File: config.mk
export PLATFORM = sky130hd
export DESIGN_NAME = serial_subtractor_nb
export DESIGN_NICKNAME = d
export VERILOG_FILES = /design/src/rtl/serial_subtractor_nb.sv
export SDC_FILE = /design/constraint.sdc
export NUM_CORES = 1
export LEC_CHECK = 0
export CAP_MARGIN = 20
export CORE_AREA = 2 2 81 83
export DETAILED_ROUTE_END_ITERATION = 10
export DIE_AREA = 0 0 83 85
export PLACE_DENSITY = 0.78
export SYNTH_ARGS = -nofsm -noshare
export SYNTH_HDL_FRONTEND = slang
export SYNTH_SLANG_ARGS = --single-unit
export TNS_END_PERCENT = 10
File: constraint.sdc
create_clock -name clk -period 1.98 [get_ports clk]
set_input_delay 0.396 -clock clk [delete_from_list [all_inputs] [get_ports clk]]
set_output_delay 0.396 -clock clk [all_outputs]
set_load 0.005 [all_outputs]
File: src/rtl/serial_subtractor_nb.sv
`default_nettype none
// ============================================================================
//  Module      : serial_subtractor_nb
//  Description : Bit-serial n-bit subtractor (diff = a - b - bin), one bit per
//                clock LSB first, built around a single full-adder cell with a
//                start/busy/done handshake and registered results.
//  Revision    : 1.0 - initial release
// ============================================================================
module serial_subtractor_nb #(
  parameter int n = 16
) (
  input  logic         clk,
  input  logic         rst_n,
  input  logic         start,
  input  logic [n-1:0] a,
  input  logic [n-1:0] b,
  input  logic         bin,
  output logic         busy,
  output logic         done,
  output logic [n-1:0] diff,
  output logic         bout,
  output logic         ovf
);

  // Counter is one bit wider than log2(n) so it never wraps before n-1.
  localparam int CW = $clog2(n) + 1;
  localparam logic [CW-1:0] c_last = CW'(n - 1);
  localparam logic [CW-1:0] c_one  = CW'(1);

  typedef enum logic [1:0] {
    IDLE  = 2'd0,
    SHIFT = 2'd1,
    DONE  = 2'd2
  } state_t;

  state_t        r_state;
  state_t        w_state_next;
  logic [n-1:0]  r_a;
  logic [n-1:0]  r_b;
  logic [n-1:0]  r_part;
  logic          r_carry;
  logic [CW-1:0] r_cnt;

  logic          w_nb;
  logic          w_s;
  logic          w_cout;
  logic          w_last;
  logic [n:0]    w_cat;
  logic [n-1:0]  w_part_next;

  // Single full-adder cell: a + ~b + carry, operating on the current LSBs.
  assign w_nb   = ~r_b[0];
  assign w_s    = r_a[0] ^ w_nb ^ r_carry;
  assign w_cout = (r_a[0] & w_nb) | (r_a[0] & r_carry) | (w_nb & r_carry);
  assign w_last = (r_cnt == c_last);

  // New sum bit enters at the top so the first (LSB) bit lands at position 0
  // after n shifts; concatenation keeps the n=1 case well formed.
  assign w_cat       = {w_s, r_part};
  assign w_part_next = w_cat[n:1];

  // State register.
  always_ff @(posedge clk or negedge rst_n) begin
    if (!rst_n) begin
      r_state <= IDLE;
    end else begin
      r_state <= w_state_next;
    end
  end

  // Next-state logic and handshake outputs.
  always_comb begin
    w_state_next = r_state;
    busy         = 1'b0;
    done         = 1'b0;
    case (r_state)
      IDLE: begin
        if (start) w_state_next = SHIFT;
      end
      SHIFT: begin
        busy = 1'b1;
        if (w_last) w_state_next = DONE;
      end
      DONE: begin
        done         = 1'b1;
        w_state_next = IDLE;
      end
      default: w_state_next = IDLE;
    endcase
  end

  // Operand capture, bit-serial datapath and result registers.
  always_ff @(posedge clk or negedge rst_n) begin
    if (!rst_n) begin
      r_a     <= '0;
      r_b     <= '0;
      r_part  <= '0;
      r_carry <= 1'b0;
      r_cnt   <= '0;
      diff    <= '0;
      bout    <= 1'b0;
      ovf     <= 1'b0;
    end else begin
      case (r_state)
        IDLE: begin
          if (start) begin
            r_a     <= a;
            r_b     <= b;
            r_carry <= ~bin;
            r_cnt   <= '0;
            r_part  <= '0;
          end
        end
        SHIFT: begin
          r_a     <= r_a >> 1;
          r_b     <= r_b >> 1;
          r_part  <= w_part_next;
          r_carry <= w_cout;
          r_cnt   <= r_cnt + c_one;
          if (w_last) begin
            // r_carry is c_{n-1} here and w_cout is c_n.
            diff <= w_part_next;
            bout <= ~w_cout;
            ovf  <= r_carry ^ w_cout;
          end
        end
        default: ;
      endcase
    end
  end

endmodule
`default_nettype wire

==> results.md <==
- Outcome: complete, no violations
- CTS-repair resized insts: 0
- Hold WS: 0.0133 ns
- Fin. Hold Viols: 0
- Register area: 0.00183 mm^2
- Mapped Area: 0.00316 mm^2
- Measured slew at the worst slew-check pin: 0.454 ns
- Final RePlAce weighted congestion: 0.755
- Die Area: 0.00706 mm^2
- Flop and latch count out of synthesis: 73
- # setup viols final: 0
- Worst-path clk slew: 0.07 ns
- DR iter-0 viols: 119
- Max Transition Viols Final: 0
- Vias/cell: 5.73
- Clock net sink count: 73
- Post-CTS setup buffers: 0
- DP Cell Count: 397
- Vias in the first global route: 2345
- Seq pwr share: 0.439
- Largest net degree at the start of global routing: 37
- Final WL: 6260 um
- Gr ovfl total: 0
- Pwr per Cell Area: 1430 mW/mm^2
- Mean Syn Cell Area: 11.5 um^2
- Startpoint Class: register
- Post-synth cell types: 31
- Cells after Synth: 274
- Max Cap Viol: 0
- First-pass GRT wire length: 10900 um
- Final setup TNS: 0 ns
- Ys Warns: 0
- Worst-skew pair later-pin latency: 0.33 ns
- Die width: 83 um
- Number of remaining DRC errors: 0
- Sw Share: 0.324
- PortBufs: 55
- H-tree Lvls: 3
- DRT antenna net count: 0
- Setup Crit Path Kind: reg2out
- Comb power frac: 0.362
- Fraction of layout cells with a size suffix above 1: 0.140
- Net count after synthesis: 313
- Leakage: 1.76 nW
- Sequential share of the synthesized area: 0.578
- Num CTS Buffers: 9
- Clock Power Share: 0.199
- Antenna cell count: 0
- Final nets: 370
- Gr usage total: 0.189
- Core Box Area: 0.00620 mm^2
- Internal Power: 0.00388 W
- Starting density of the core: 0.510
- CTS Buffer Depth: 2
- Fmax: 533 MHz
- Net Switching: 0.00186 W
- Die Ht: 85 um
- Power, Total: 0.00574 W
- Vias: 2361
- Post-route insts no fill: 412
- Root buffer cell: clkbuf_8
- TritonCTS clock tree: built
- Commonest non-fill, non-tap cell in the layout: dfrtp_1
- # IOs: 56
- Min Tclk post-route: 1.88 ns
- Final HPWL DP: 4150 um
- Slew HR: 0.697
- P&R area growth vs syn: 26.6%
- CTS Hold Bufs: 0
- TritonRoute pass-1 iters: 4
- Initial antenna violation count: 0
- Part of the cycle the worst path needs: 0.947
- Critical path arrival: 1.48 ns
- Routed wire per std cell: 15.2 um
- Placed inst area: 0.00380 mm^2
- Commonest non-fill, non-tap cells in the layout: 73 x dfrtp_1, 54 x clkdlybuf4s50_1, 31 x o21ai_0
- Hold crit path type: in2async
- RSZ-0062 raised after global routing: false
- Number of core rows: 29
- Crit path required time: 1.58 ns
- Footprint of the multi-input gates: 0.00120 mm^2
- Finished Cell Area: 0.00400 mm^2
- Crit path max fanout: 4
- Fin Clk Skew: 0.00597 ns
- Worst setup EP type: primary output
- Max VDD drop: 0.773 mV
- Fill cells: 485
## stage by stage
stage / util / setup WS (ns)
final: 0.645 / 0.104
after detailed placement: 0.613 / 0.170
after CTS: 0.644 / 0.0236
after floorplan: - / 0.227
after global routing: 0.645 / 0.0338
after global placement: 0.613 / 0.218
## power by group through the flow
stage | Sequential, W | Clock, W | Combinational [W]
final | 0.00252 | 0.00114 | 0.00208
after detailed placement | 0.00254 | 0 | 0.00208
after global placement | 0.00250 | 0 | 0.00202
after floorplan | 0.00244 | 0 | 0.00139
after CTS | 0.00251 | 0.00116 | 0.00209
after global routing | 0.00259 | 0.00124 | 0.00232
## path summary, 6_finish.rpt
check / start / endpoint / slack [ns] / cells after the start
min in group clk: r_b[4]$_DFFE_PN0P_ / r_b[4]$_DFFE_PN0P_ / 0.49 / 2
worst min register to register: r_b[4]$_DFFE_PN0P_ / r_b[4]$_DFFE_PN0P_ / 0.49 / 2
worst min-delay path: rst_n / diff[12]$_DFFE_PN0P_ / 0.01 / 1
max in group asynchronous: rst_n / r_b[15]$_DFFE_PN0P_ / 1.37 / 2
worst max register to register: r_cnt[0]$_DFFE_PN0P_ / diff[10]$_DFFE_PN0P_ / 0.17 / 5
worst max-delay path: r_state[0]$_DFFE_PN0P_ / done / 0.10 / 2
## critical path, stage by stage, from the launching register on
cell and delay [ns]:
dfrtp_1 0.44, nor2b_1 0.19, clkdlybuf4s50_1 0.53
## Yosys cell counts
cell | number | share of area
and2_1 | 1 | 0.0020
nand3_1 | 1 | 0.0016
a22oi_1 | 30 | 0.071
nor2b_1 | 15 | 0.030
ha_1 | 2 | 0.0079
a41oi_1 | 1 | 0.0028
dfrtp_1 | 73 | 0.58
mux2_2 | 16 | 0.057
a2bb2oi_1 | 1 | 0.0028
xnor2_1 | 1 | 0.0028
fa_1 | 1 | 0.0063
and2b_1 | 4 | 0.0095
o21bai_4 | 1 | 0.0059
buf_2 | 7 | 0.011
buf_4 | 7 | 0.017
a32o_1 | 1 | 0.0032
nand2_1 | 21 | 0.025
o22ai_1 | 1 | 0.0020
inv_1 | 6 | 0.0071
nor3b_1 | 1 | 0.0024
o21ai_0 | 31 | 0.049
inv_2 | 1 | 0.0012
nand3b_4 | 1 | 0.0063
nand2b_1 | 1 | 0.0020
buf_6 | 1 | 0.0036
a22o_1 | 16 | 0.044
a21oi_1 | 17 | 0.027
o21ai_1 | 6 | 0.0095
and3_1 | 1 | 0.0020
clkbuf_1 | 6 | 0.0071
a31oi_1 | 2 | 0.0040
## cells by family (layout without fill, tap and decap cells)
family | after synthesis | in the layout | synth area share
AO/OA/AOI/OAI | 107 | 107 | 0.222
flip-flops | 73 | 73 | 0.578
AND/OR/NAND/NOR | 46 | 46 | 0.0803
buffers and inverters | 28 | 89 | 0.0467
multiplexers | 16 | 16 | 0.0570
adder cells (fa/ha/maj) | 3 | 3 | 0.0142
XOR/XNOR | 1 | 1 | 0.00277
## sequential cells by signal (all words and copies together), names as in the netlist
register	cells
r_state	2
diff	16
ovf	1
r_cnt	5
r_carry	1
r_a	16
r_part	15
r_b	16
bout	1
## layer usage
metal	wire (um)	vias up	global-route usage	part of all wire
met5	0	-	0	0
met3	218	9	0.0340	0.035
met1	3010	1185	0.263	0.48
li1	-	1108	-	-
met2	2960	59	0.299	0.47
met4	78	0	0.0715	0.012
## layout make-up
type,count,share of cell area
Multi-Input combinational cell,173,0.299
Inverter,7,0.00656
Clock inverter,3,0.0100
Tap cell,77,0.0241
Timing Repair Buffer,67,0.166
Sequential cell,73,0.456
Clock buffer,12,0.0388
Note: power is estimated with default switching activity, not from simulation.
